<file path="src/rtl/alu_6502_pkg.sv">
// Shared encodings for the 6502 ALU writeback slice: control one-hots, flag indices, FIFO states.
// No logic of its own; the legality helper is pure combinational.
// No flow control here; consumers handle backpressure.
package alu_6502_pkg;

    localparam logic [4:0] CTRL_SUMS = 5'b10000;
    localparam logic [4:0] CTRL_ORS  = 5'b01000;
    localparam logic [4:0] CTRL_XORS = 5'b00100;
    localparam logic [4:0] CTRL_ANDS = 5'b00010;
    localparam logic [4:0] CTRL_SRS  = 5'b00001;

    localparam int FLAG_N = 2;
    localparam int FLAG_V = 1;
    localparam int FLAG_Z = 0;

    typedef logic [2:0] flags_t;

    typedef enum logic [1:0] {
        FIFO_EMPTY   = 2'd0,
        FIFO_PARTIAL = 2'd1,
        FIFO_FULL    = 2'd2
    } fifo_state_t;

    function automatic logic ctrl_legal(input logic [4:0] ctrl);
        logic w_ok;
        case (ctrl)
            CTRL_SUMS, CTRL_ORS, CTRL_XORS, CTRL_ANDS, CTRL_SRS: w_ok = 1'b1;
            default:                                             w_ok = 1'b0;
        endcase
        return w_ok;
    endfunction

endpackage

</file>
<file path="src/rtl/alu_6502_wb_fifo.sv">
// Small circular FIFO holding {flags, result} entries for the stage after writeback.
// Latency: a pushed entry is visible at o_rdata the cycle after the push.
// Backpressure: o_full derives from registered count only; caller must not push when full.
module alu_6502_wb_fifo
    import alu_6502_pkg::*;
#(
    parameter int DEPTH = 2,
    parameter int WIDTH = 11
) (
    input  logic             clk,
    input  logic             rst,
    input  logic             i_push,
    input  logic             i_pop,
    input  logic [WIDTH-1:0] i_wdata,
    output logic [WIDTH-1:0] o_rdata,
    output logic             o_full,
    output logic             o_empty
);

    localparam int PW = (DEPTH > 1) ? $clog2(DEPTH) : 1;
    localparam int CW = $clog2(DEPTH + 1);

    logic [WIDTH-1:0] r_mem [DEPTH];
    logic [PW-1:0]    r_wr_ptr;
    logic [PW-1:0]    r_rd_ptr;
    logic [CW-1:0]    r_count;
    fifo_state_t      w_state;

    // Storage carries no reset: the count alone decides which entries are live.
    always_ff @(posedge clk) begin
        if (i_push) begin
            r_mem[r_wr_ptr] <= i_wdata;
        end
    end

    always_ff @(posedge clk) begin
        if (rst) begin
            r_wr_ptr <= '0;
            r_rd_ptr <= '0;
            r_count  <= '0;
        end else begin
            if (i_push) begin
                r_wr_ptr <= r_wr_ptr + PW'(1);
            end
            if (i_pop) begin
                r_rd_ptr <= r_rd_ptr + PW'(1);
            end
            case ({i_push, i_pop})
                2'b10:   r_count <= r_count + CW'(1);
                2'b01:   r_count <= r_count - CW'(1);
                default: r_count <= r_count;
            endcase
        end
    end

    always_comb begin
        w_state = FIFO_PARTIAL;
        if (r_count == '0) begin
            w_state = FIFO_EMPTY;
        end else if (r_count == CW'(DEPTH)) begin
            w_state = FIFO_FULL;
        end
    end

    assign o_full  = (w_state == FIFO_FULL);
    assign o_empty = (w_state == FIFO_EMPTY);
    assign o_rdata = r_mem[r_rd_ptr];

endmodule

</file>
<file path="src/rtl/alu_6502_wb.sv">
// Writeback after the 6502 ALU: updates A and N/V/Z, flags illegal controls, queues {flags,result}.
// Latency: A/flags one cycle after accept; queued entry at out_data one cycle after accept at earliest.
// Backpressure: in_ready = FIFO not full (registered only); optional counters under ALU6502_WB_PERF_EN.
module alu_6502_wb
    import alu_6502_pkg::*;
#(
    parameter int         DEPTH     = 2,
    parameter logic [7:0] ACC_RESET = 8'h00
) (
    input  logic        clk,
    input  logic        rst,
    input  logic        in_valid,
    output logic        in_ready,
    input  logic [7:0]  in_result,
    input  logic        in_overflow,
    input  logic [4:0]  in_control,
    input  logic        in_wr_acc,
    output logic [7:0]  acc,
    output logic [2:0]  flags,
    output logic        err,
    output logic        out_valid,
    input  logic        out_ready,
    output logic [10:0] out_data
`ifdef ALU6502_WB_PERF_EN
    ,
    output logic [15:0] perf_cnt,
    output logic [15:0] stall_cnt
`endif
);

    logic [7:0] r_acc;
    flags_t     r_flags;
    logic       r_err;
    flags_t     w_new_flags;
    logic       w_accept;
    logic       w_legal;
    logic       w_push;
    logic       w_pop;
    logic       w_full;
    logic       w_empty;

    assign w_legal  = ctrl_legal(in_control);
    assign w_accept = in_valid & in_ready;
    assign w_push   = w_accept & w_legal;
    assign w_pop    = out_valid & out_ready;

    // V only tracks the adder; logic and shift ops leave it as it was.
    always_comb begin
        w_new_flags         = r_flags;
        w_new_flags[FLAG_N] = in_result[7];
        w_new_flags[FLAG_Z] = (in_result == 8'h00);
        if (in_control == CTRL_SUMS) begin
            w_new_flags[FLAG_V] = in_overflow;
        end
    end

    always_ff @(posedge clk) begin
        if (rst) begin
            r_acc   <= ACC_RESET;
            r_flags <= '0;
            r_err   <= 1'b0;
        end else begin
            if (w_push) begin
                r_flags <= w_new_flags;
                if (in_wr_acc) begin
                    r_acc <= in_result;
                end
            end
            if (w_accept && !w_legal) begin
                r_err <= 1'b1;
            end
        end
    end

    alu_6502_wb_fifo #(
        .DEPTH (DEPTH),
        .WIDTH (11)
    ) u_fifo (
        .clk     (clk),
        .rst     (rst),
        .i_push  (w_push),
        .i_pop   (w_pop),
        .i_wdata ({w_new_flags, in_result}),
        .o_rdata (out_data),
        .o_full  (w_full),
        .o_empty (w_empty)
    );

    assign in_ready  = ~w_full;
    assign out_valid = ~w_empty;
    assign acc       = r_acc;
    assign flags     = r_flags;
    assign err       = r_err;

`ifdef ALU6502_WB_PERF_EN
    logic [15:0] r_perf_cnt;
    logic [15:0] r_stall_cnt;

    always_ff @(posedge clk) begin
        if (rst) begin
            r_perf_cnt  <= '0;
            r_stall_cnt <= '0;
        end else begin
            if (w_push) begin
                r_perf_cnt <= r_perf_cnt + 16'd1;
            end
            if (in_valid && !in_ready && (r_stall_cnt != 16'hFFFF)) begin
                r_stall_cnt <= r_stall_cnt + 16'd1;
            end
        end
    end

    assign perf_cnt  = r_perf_cnt;
    assign stall_cnt = r_stall_cnt;
`endif

endmodule

</file>
<file path="config.mk">
export PLATFORM = sky130hd
export DESIGN_NAME = alu_6502_wb
export DESIGN_NICKNAME = d
export VERILOG_FILES = /design/src/rtl/alu_6502_pkg.sv /design/src/rtl/alu_6502_wb_fifo.sv /design/src/rtl/alu_6502_wb.sv
export SDC_FILE = /design/constraint.sdc
export NUM_CORES = 1
export LEC_CHECK = 0
export BUFFER_PORTS_ARGS = -buffer_cell sky130_fd_sc_hd__buf_2
export CAP_MARGIN = 10
export CORE_MARGIN = 1
export CORE_UTILIZATION = 30
export DETAILED_ROUTE_END_ITERATION = 8
export PLACE_DENSITY = 0.5
export SLEW_MARGIN = 25
export SYNTH_ARGS = -nofsm -noshare
export SYNTH_HDL_FRONTEND = slang
export SYNTH_SLANG_ARGS = --single-unit
</file>
<file path="constraint.sdc">
create_clock -name clk -period 3 [get_ports clk]
set_input_delay 0.45 -clock clk [delete_from_list [all_inputs] [get_ports clk]]
set_output_delay 0.45 -clock clk [all_outputs]
set_load 0.05 [all_outputs]
</file>
==> impl_metrics.yaml, run 1 <==
drt:
  routed_via_density: 4.32
  drtIter0Drc: 26
  dr_wl_met3_um: 146
  highest_layer: "met4"
  wl_mm: 3.07
  wl_per_cell_um: 12.8
  ant_nets: 0
  met2WireLength_mm: 1.51
  wl_met1_mm: 1.38
  drt-pass1-iter-count: 4
  drc: 0
  vias: 1037
worst_setup_path:
  critPathCaptureType: "flip-flop"
  cp.arrival_ns: 2.21
  critPathMaxStageDelay_ns: 0.37
  required_ns: 3.22
  critPathTopFamily: "simple AND/OR/NAND/NOR gates"
  critical_path.max_fanout: 5
  start_kind: "primary input"
  crit_buf_inv: 2
  crit_chain: "buf_2 > nor4_2 > a22oi_2 > a21boi_2 > inv_2 > ha_1 > or3_1 > a21oi_1"
  worst-setup-path-type: "primary input to flip-flop"
  crit_slowest_cell: "or3_1"
final_layout:
  area_delta_synth_final_pct: 23.5
  fillers: 517
  final_layout_size_suffix_gt1_share_pct: 42.4
  finalInstanceArea_um2: 1970
  antennaDiodeCount: 0
  nNetsFinal: 189
floorplanning:
  die_w_um: 74.8
  die_area_um2: 5600
  die_h_um: 74.8
  core_um2: 5110
  rows: 26
  initial_core_util_pct: 31.2
  io_pins: 44
place:
  dpl.hpwl_mm: 2.34
  gp_congestion: 0.793
  dpl_cell_area_um2: 1880
  portBuffers: 43
sta:
  grt_setup_unrepaired: "no"
  max_slew_margin_pct: 68.0
  fin_worst_skew_ns: 0.00862
  hold_ws_ns: 0.379
  slew_viol_final: 0
  finalHoldViolations: 0
  worst_slew_pin_slew_ns: 0.481
  finalCritPeriodShare_pct: 66.4
  setup_viol: 0
  period_needed_ns: 1.99
  max_freq_mhz: 502
  tns_ns: 0
clock_tree:
  cts_num_sinks: 37
  post_cts_buffers: 0
  clk_pin_slew_ns: 0.08
  cts_hold_buf: 0
  clkLatencyLatePin_ns: 0.29
  ctsResizeCount: 0
  cts-htree-levels: 2
  clockBufferDepth: 2
  cts_root_buf: "clkbuf_8"
  cts_made_buffers: 5
  cts_tree: "built"
power_and_ir_drop:
  p_leak_nw: 0.754
  switching_power_mw: 0.311
  clkPwrFrac_pct: 30.8
  power.internal_mw: 0.772
  p_seq_share_pct: 51.8
  p_per_area_nw_per_um2: 551
  totalPowerFinal_mw: 1.08
  switching_share_pct: 28.7
  peakVddDrop_mv: 0.234
  comb_power_share_pct: 17.4
global_routing:
  grt_pass1_vias: 1025
  grt_max_degree: 28
  grt_overflow: 0
  antenna_found_initial: 0
  grt_usage_pct: 12.1
  grt_pass1_wl_mm: 4.86
synthesis:
  synthTopCellsByArea: "edfxtp_1 38%, dfxtp_1 21%, mux2_2 8.5%"
  ys_seq_elements: 37
  ys_seq_area_share_pct: 59.1
  netlist-cell-type-count: 32
  postSynthCellCount: 123
  ys_warn_count: 0
  synth.net_count: 143
  synth_largest_area_cell: "edfxtp_1"
  synth_top_cell_area_share_pct: 37.7
  syn_area_um2: 1590
  synth_area_per_cell_um2: 12.9
job:
  cap_violations: 0
worst_hold_path:
  hold_path.class: "primary input to flip-flop"
outcome:
  status: "complete, no violations"
power by group through the flow:
stage | registers, mW | clock network (mW) | logic, mW
2_1_floorplan | 0.579 | 0 | 0.134
3_3_place_gp | 0.573 | 0 | 0.186
3_5_place_dp | 0.573 | 0 | 0.190
4_1_cts | 0.562 | 0.347 | 0.190
5_1_grt | 0.564 | 0.370 | 0.201
6_report | 0.561 | 0.333 | 0.188
path summary, 6_finish.rpt:
| path | to | slack [ns] | cells after the start | start |
|---|---|---|---|---|
| worst max-delay path | u_fifo.r_count[1] | 1.01 | 8 | in_control[1] |
| worst min-delay path | u_fifo.r_mem[0][6] | 0.38 | 1 | in_result[6] |
| worst max register to register | u_fifo.r_count[1] | 1.04 | 7 | u_fifo.r_count[0] |
| worst min register to register | acc[2] | 0.47 | 2 | acc[2] |
worst reg2reg max path: cells and delay by family, from the launching register on:
family	cells	cell delay (ns)
buffers and inverters	1	0.08
DFF	1	0.39
AOI/OAI and AO/OA	2	0.39
and+or+nand+nor	3	0.72
adders and majority gates	1	0.31
per-layer routing:
layer | track usage (%) | up-vias
met3 | 4.55 | 5
li1 | - | 526
met2 | 19.5 | 23
met4 | 4.40 | 0
met1 | 14.9 | 483
met5 | 0 | -
cell families (layout without fill, tap and decap cells):
family / after synthesis / after routing / share of synthesized area, %
AOI/OAI and AO/OA: 7 / 7 / 4.09
and+or+nand+nor: 45 / 45 / 16.7
buffers and inverters: 6 / 53 / 1.65
xor gates and xnor gates: 4 / 4 / 2.20
muxes: 23 / 23 / 15.5
DFF: 37 / 37 / 59.1
adders and majority gates: 1 / 1 / 0.786
cells in the mapped netlist, drive strengths merged:
master	instances
ha	1
buf	1
and2	3
nand2	1
a21boi	1
nand4	1
a31oi	1
nor2b	3
clkbuf	4
or4	2
xnor2	2
a21oi	2
o21ai	2
and2b	1
nand3	1
xor2	2
nor3	3
or3	1
a22oi	1
dfxtp	17
or2	1
nor2	8
inv	1
edfxtp	20
mux2i	10
mux2	13
nand2b	18
nor4	2
placed cells by master (no fill, tap or decap), types with 3 or more instances in the layout:
master / n
and2_1: 3
edfxtp_1: 20
nor2_1: 8
dfxtp_1: 17
nand2b_1: 18
nor2b_1: 3
mux2i_1: 10
nor3_1: 3
mux2_2: 12
buf_2: 43
clkbuf_8: 5
sequential cells by signal (all words and copies together), names as in the netlist, named ones only:
name             flops
u_fifo.r_mem        20
acc                  8
flags                3
u_fifo.r_count       2
err                  1
u_fifo.r_rd_ptr      1
u_fifo.r_wr_ptr      1
per-stage QoR:
step                      instances  setup slack (ns)  utilization (%)
final                           240              1.01             38.5
after global routing            240             0.900             38.5
after CTS                       240              1.00             38.5
after detailed placement        232             0.700             36.8
after global placement          232             0.762             36.8
after floorplan                 123             0.797                -
area by class of cell:
cell class	count	area (um^2)	area share [%]
Clock buffer	5	68.8	3.50
Clock inverter	3	17.5	0.891
Inverter	1	3.75	0.191
Multi-Input combinational cell	80	624	31.8
Sequential cell	37	941	47.9
Tap cell	70	87.6	4.46
Timing Repair Buffer	44	223	11.3
Note: power is estimated with default switching activity, not from simulation.
==> run 2: changes to the inputs <==
--- a/config.mk
+++ b/config.mk
@@ -10,7 +10,7 @@
 export CORE_MARGIN = 1
 export CORE_UTILIZATION = 30
 export DETAILED_ROUTE_END_ITERATION = 8
-export PLACE_DENSITY = 0.5
+export PLACE_DENSITY = 0.52
 export SLEW_MARGIN = 25
 export SYNTH_ARGS = -nofsm -noshare
 export SYNTH_HDL_FRONTEND = slang
==> constraint.sdc (replaced) <==
create_clock -name clk -period 1.7 [get_ports clk]
set_input_delay 0.255 -clock clk [delete_from_list [all_inputs] [get_ports clk]]
set_output_delay 0.255 -clock clk [all_outputs]
set_load 0.05 [all_outputs]
==> run 2 against run 1 <==
Against the previous run: die area did not move; total power is 82% higher; combinational power increased by 110%; setup slack got worse by 0.96 ns; count of clock-buffer cells in the layout rose by 1; cell count up 4.6%; sequential share of layout area fell by 3.5 points; sequential power is 75% higher; clock power increased by 81%; core utilization is 3.2 points higher.
==> impl_metrics.yaml, run 2 (same netlist as run 1, synthesis figures left out) <==
outcome:
  status: "complete, no violations"
clock_tree:
  cts_hold_buf: 0
  clk_pin_slew_ns: 0.07
  cts_tree: "built"
  cts_root_buf: "clkbuf_8"
  cts-htree-levels: 2
  clockBufferDepth: 2
  clkLatencyLatePin_ns: 0.28
  cts_made_buffers: 5
  cts_num_sinks: 37
worst_setup_path:
  critical_path.max_fanout: 4
  ff2ff_setup_slack_ns: 0.05
  crit_chain: "nand2b_4 > and2_4 > a21boi_4 > inv_2 > ha_4 > xnor2_1 > or3_1 > a21oi_1"
  crit_buf_inv: 1
  cp.arrival_ns: 1.87
  crit_end: "u_fifo.r_count[1]"
  reg2reg_depth: 8
  required_ns: 1.91
  crit_start: "u_fifo.r_count[0]"
  critPathTopFamily: "simple AND/OR/NAND/NOR gates"
  critPathCaptureType: "flip-flop"
  critPathMaxStageDelay_ns: 0.36
  r2r-end: "u_fifo.r_count[1]"
  path_depth: 8
  worst-setup-path-type: "flip-flop to flip-flop"
  start_kind: "flip-flop"
  r2r_start: "u_fifo.r_count[0]"
  crit_slowest_cell: "dfxtp_4"
worst_hold_path:
  hold_path.class: "primary input to flip-flop"
sta:
  slew_viol_final: 0
  finalHoldViolations: 0
  fin_worst_skew_ns: 0.00607
  worst_slew_pin_slew_ns: 0.396
  max_freq_mhz: 605
  setup_viol: 0
  finalCritPeriodShare_pct: 97.2
  period_needed_ns: 1.65
  grt_setup_unrepaired: "yes"
  hold_ws_ns: 0.195
  max_slew_margin_pct: 73.6
drt:
  ant_nets: 0
  drtIter0Drc: 53
  routed_via_density: 4.41
  wl_per_cell_um: 12.7
  drc: 0
  wl_mm: 3.18
  drt-pass1-iter-count: 4
  vias: 1108
global_routing:
  grt_usage_pct: 12.5
  grt_max_degree: 28
  grt_pass1_vias: 1084
  grt_overflow: 0
  antenna_found_initial: 0
  grt_pass1_wl_mm: 5.11
job:
  cap_violations: 0
final_layout:
  largest_reg_flops: 20
  nNetsFinal: 200
  largest_register: "u_fifo.r_mem"
  antennaDiodeCount: 0
  mostFrequentLayoutCell: "buf_2"
  final-seq-area_um2: 945
  final_cell_mix: "43 x buf_2, 20 x edfxtp_1, 17 x nand2b_1"
  multiInputGateArea_um2: 659
  fillers: 518
  finalInstanceArea_um2: 2130
  final_layout_size_suffix_gt1_share_pct: 48.1
  area_delta_synth_final_pct: 33.8
place:
  dpl_cell_area_um2: 2010
  portBuffers: 43
  dpl.hpwl_mm: 2.33
  gp_congestion: 0.766
power_and_ir_drop:
  power.internal_mw: 1.44
  switching_power_mw: 0.538
  p_seq_share_pct: 49.8
  p_per_area_nw_per_um2: 927
  clkPwrFrac_pct: 30.6
  switching_share_pct: 27.2
  comb_power_share_pct: 19.6
  p_leak_nw: 0.829
  peakVddDrop_mv: 0.332
floorplanning:
  rows: 26
  core_um2: 5110
  die_h_um: 74.8
  io_pins: 44
  die_w_um: 74.8
  die_area_um2: 5600
  initial_core_util_pct: 31.2
[run 2: routing by layer]
metal	global-route usage (%)	part of all wire [%]
met1	15.8	45
met2	20.3	50
met3	4.28	4.0
met4	3.77	1.1
met5	0	0
[run 2: through the flow]
step	utilization, %	instances	power (mW)	setup TNS, ns	setup slack, ns
finish	41.7	251	1.97	0	0.0484
global route	41.7	251	2.08	-0.0330	-0.0330
CTS	41.2	248	1.99	0	0.0142
detailed placement	39.4	240	1.38	-1.46	-0.163
global placement	39.4	240	1.37	-1.17	-0.123
floorplan	-	123	1.28	-0.0794	-0.0794
[run 2: power by group through the flow]
stage | Clock [mW] | Combinational (mW) | Sequential [mW]
2_1_floorplan | 0 | 0.252 | 1.02
3_3_place_gp | 0 | 0.371 | 1.00
3_5_place_dp | 0 | 0.379 | 1.00
4_1_cts | 0.625 | 0.381 | 0.984
5_1_grt | 0.680 | 0.414 | 0.987
6_report | 0.603 | 0.387 | 0.984
[run 2: worst min-delay path by stage]
stage | to | cells after the start | slack [ns] | from
final | u_fifo.r_mem[0][6] | 1 | 0.20 | in_result[6]
after global routing | u_fifo.r_mem[1][6] | 1 | 0.18 | in_result[6]
after CTS | u_fifo.r_mem[0][6] | 1 | 0.19 | in_result[6]
after detailed placement | acc[1] | 2 | 0.46 | acc[1]
after global placement | err | 2 | 0.46 | err
after floorplan | u_fifo.r_mem[0][0] | 0 | 0.35 | in_result[0]
[run 2: timing repair]
item | CTS | global route
setup buffers | 0 | 3
setup endpoints to repair | 0 | 1
gates resized for setup | 0 | 1
hold endpoints to repair | 0 | 0
[run 2: layout make-up]
type	count	share of cell area, %
Clock buffer	6	3.88
Clock inverter	2	0.411
Inverter	1	0.176
Multi-Input combinational cell	80	31.0
Sequential cell	37	44.4
Tap cell	70	4.11
Timing Repair Buffer	55	16.1
==> run 3: changes to the inputs <==
--- a/config.mk
+++ b/config.mk
@@ -10,7 +10,7 @@
 export CORE_MARGIN = 1
 export CORE_UTILIZATION = 30
 export DETAILED_ROUTE_END_ITERATION = 8
-export PLACE_DENSITY = 0.52
+export PLACE_DENSITY = 0.56
 export SLEW_MARGIN = 25
 export SYNTH_ARGS = -nofsm -noshare
 export SYNTH_HDL_FRONTEND = slang
==> run 3 against run 2 <==
Against the previous run: worst hold slack got worse by 0.0017 ns; clock power fell by 5.8%; routed wire length down 1.2%; die area did not move; via count down 1.2%; critical path depth unchanged; total power is 1.3% lower; combinational power up 3%; largest cell class unchanged.
==> impl_metrics.yaml, run 3 (same netlist as run 1, synthesis figures left out) <==
global_routing:
  grtUsageMet2_pct: 18.6
  grt_usage_pct: 12.1
  grt.met1_usage_pct: 15.7
  grt_max_degree: 28
  antenna_found_initial: 0
  gr-max-usage-layer: "met2"
  met3_usage_pct: 3.61
  grt_overflow: 0
  grt_pass1_wl_mm: 5.03
  grt_pass1_vias: 1086
final_layout:
  fillers: 494
  nNetsFinal: 200
  antennaDiodeCount: 0
  final_layout_size_suffix_gt1_share_pct: 48.6
  area_delta_synth_final_pct: 34.1
  utilization_pct: 41.8
  largest_reg_flops: 20
  final_cell_mix: "43 x buf_2, 20 x edfxtp_1, 17 x nand2b_1"
  mostFrequentLayoutCell: "buf_2"
  largest_register: "u_fifo.r_mem"
sta:
  worst_slew_pin_slew_ns: 0.411
  max_slew_margin_pct: 72.6
  fin_worst_skew_ns: 0.00642
  grt_setup_unrepaired: "yes"
  finalHoldViolations: 0
  max_freq_mhz: 590
  slew_viol_final: 0
  setup_viol: 0
  finalCritPeriodShare_pct: 99.7
  period_needed_ns: 1.70
  hold_ws_ns: 0.193
  fin_ws_ns: 0.00484
floorplanning:
  initial_core_util_pct: 31.2
  rows: 26
  io_pins: 44
  core_um2: 5110
  die_area_um2: 5600
  die_h_um: 74.8
  die_w_um: 74.8
worst_setup_path:
  cp.arrival_ns: 1.91
  required_ns: 1.92
  critPathCaptureType: "flip-flop"
  worst-setup-path-type: "flip-flop to flip-flop"
  reg2reg_depth: 8
  critical_path.max_fanout: 4
  start_kind: "flip-flop"
clock_tree:
  clk_pin_slew_ns: 0.07
  cts_num_sinks: 37
  cts_hold_buf: 0
  cts_made_buffers: 5
  clockBufferDepth: 2
  cts_tree: "built"
  cts_root_buf: "clkbuf_8"
  cts-htree-levels: 2
  clkLatencyLatePin_ns: 0.28
drt:
  vias: 1095
  ant_nets: 0
  routed_via_density: 4.36
  drt-pass1-iter-count: 4
  drc: 0
  wl_mm: 3.15
  wl_per_cell_um: 12.5
  drtIter0Drc: 43
place:
  dpl.hpwl_mm: 2.30
  post-place-ws_ns: -0.190
  portBuffers: 43
  gp_congestion: 0.701
job:
  cap_violations: 0
outcome:
  status: "complete, no violations"
power_and_ir_drop:
  p_leak_nw: 0.824
  peakVddDrop_mv: 0.349
  p_per_area_nw_per_um2: 913
worst_hold_path:
  hold_path.class: "primary input to flip-flop"
  hold_depth: 1
run 3: layout make-up:
type	count	area [um^2]	area share (%)
clock buffers	7	76.3	3.58
clock inverters	1	3.75	0.176
inverters	1	3.75	0.176
multi-input cells	80	676	31.7
flip-flops and latches	37	945	44.3
well taps	70	87.6	4.10
repair buffers	55	343	16.1
run 3: layer usage:
metal	vias up	routed length (um)
met5	-	0
met4	0	52
met3	5	148
met2	23	1580
met1	521	1370
li1	546	-
run 3: path summary, 6_finish.rpt:
path,start,endpoint,slack [ns]
min,in_result[0],u_fifo.r_mem[0][0],0.19
max,u_fifo.r_count[0],u_fifo.r_count[1],0.005
max reg2reg,u_fifo.r_count[0],u_fifo.r_count[1],0.005
min reg2reg,acc[7],acc[7],0.47
run 3: worst max-delay path, cell delays in order (launching register included):
cell      delay [ns]
dfxtp_4         0.35
nand2b_4        0.13
and2_4          0.14
a21boi_4        0.17
inv_2           0.06
ha_4            0.16
xnor2_2         0.13
or3_4           0.39
a21oi_2         0.11
run 3: report_power, final:
group	total [mW]	switching, mW	internal, mW
combinational	0.399	0.244	0.155
clock	0.568	0.283	0.285
sequential	0.982	0.0129	0.969
total	1.95	0.540	1.41
run 3: what timing repair did:
action / 4_1_cts / 5_1_grt
endpoints found under the setup margin: 0 / 1
buffers inserted: 0 / 2
resized for setup: 0 / 4
run 3: stage by stage:
stage | cells | instance area (um^2) | setup TNS (ns) | power [mW]
3_3_place_gp | 241 | 2020 | -1.08 | 1.38
3_5_place_dp | 241 | 2020 | -1.92 | 1.39
6_report | 251 | 2130 | 0 | 1.95
2_1_floorplan | 123 | 1630 | -0.0794 | 1.28
4_1_cts | 249 | 2100 | 0 | 1.95
5_1_grt | 251 | 2130 | -0.0874 | 2.04
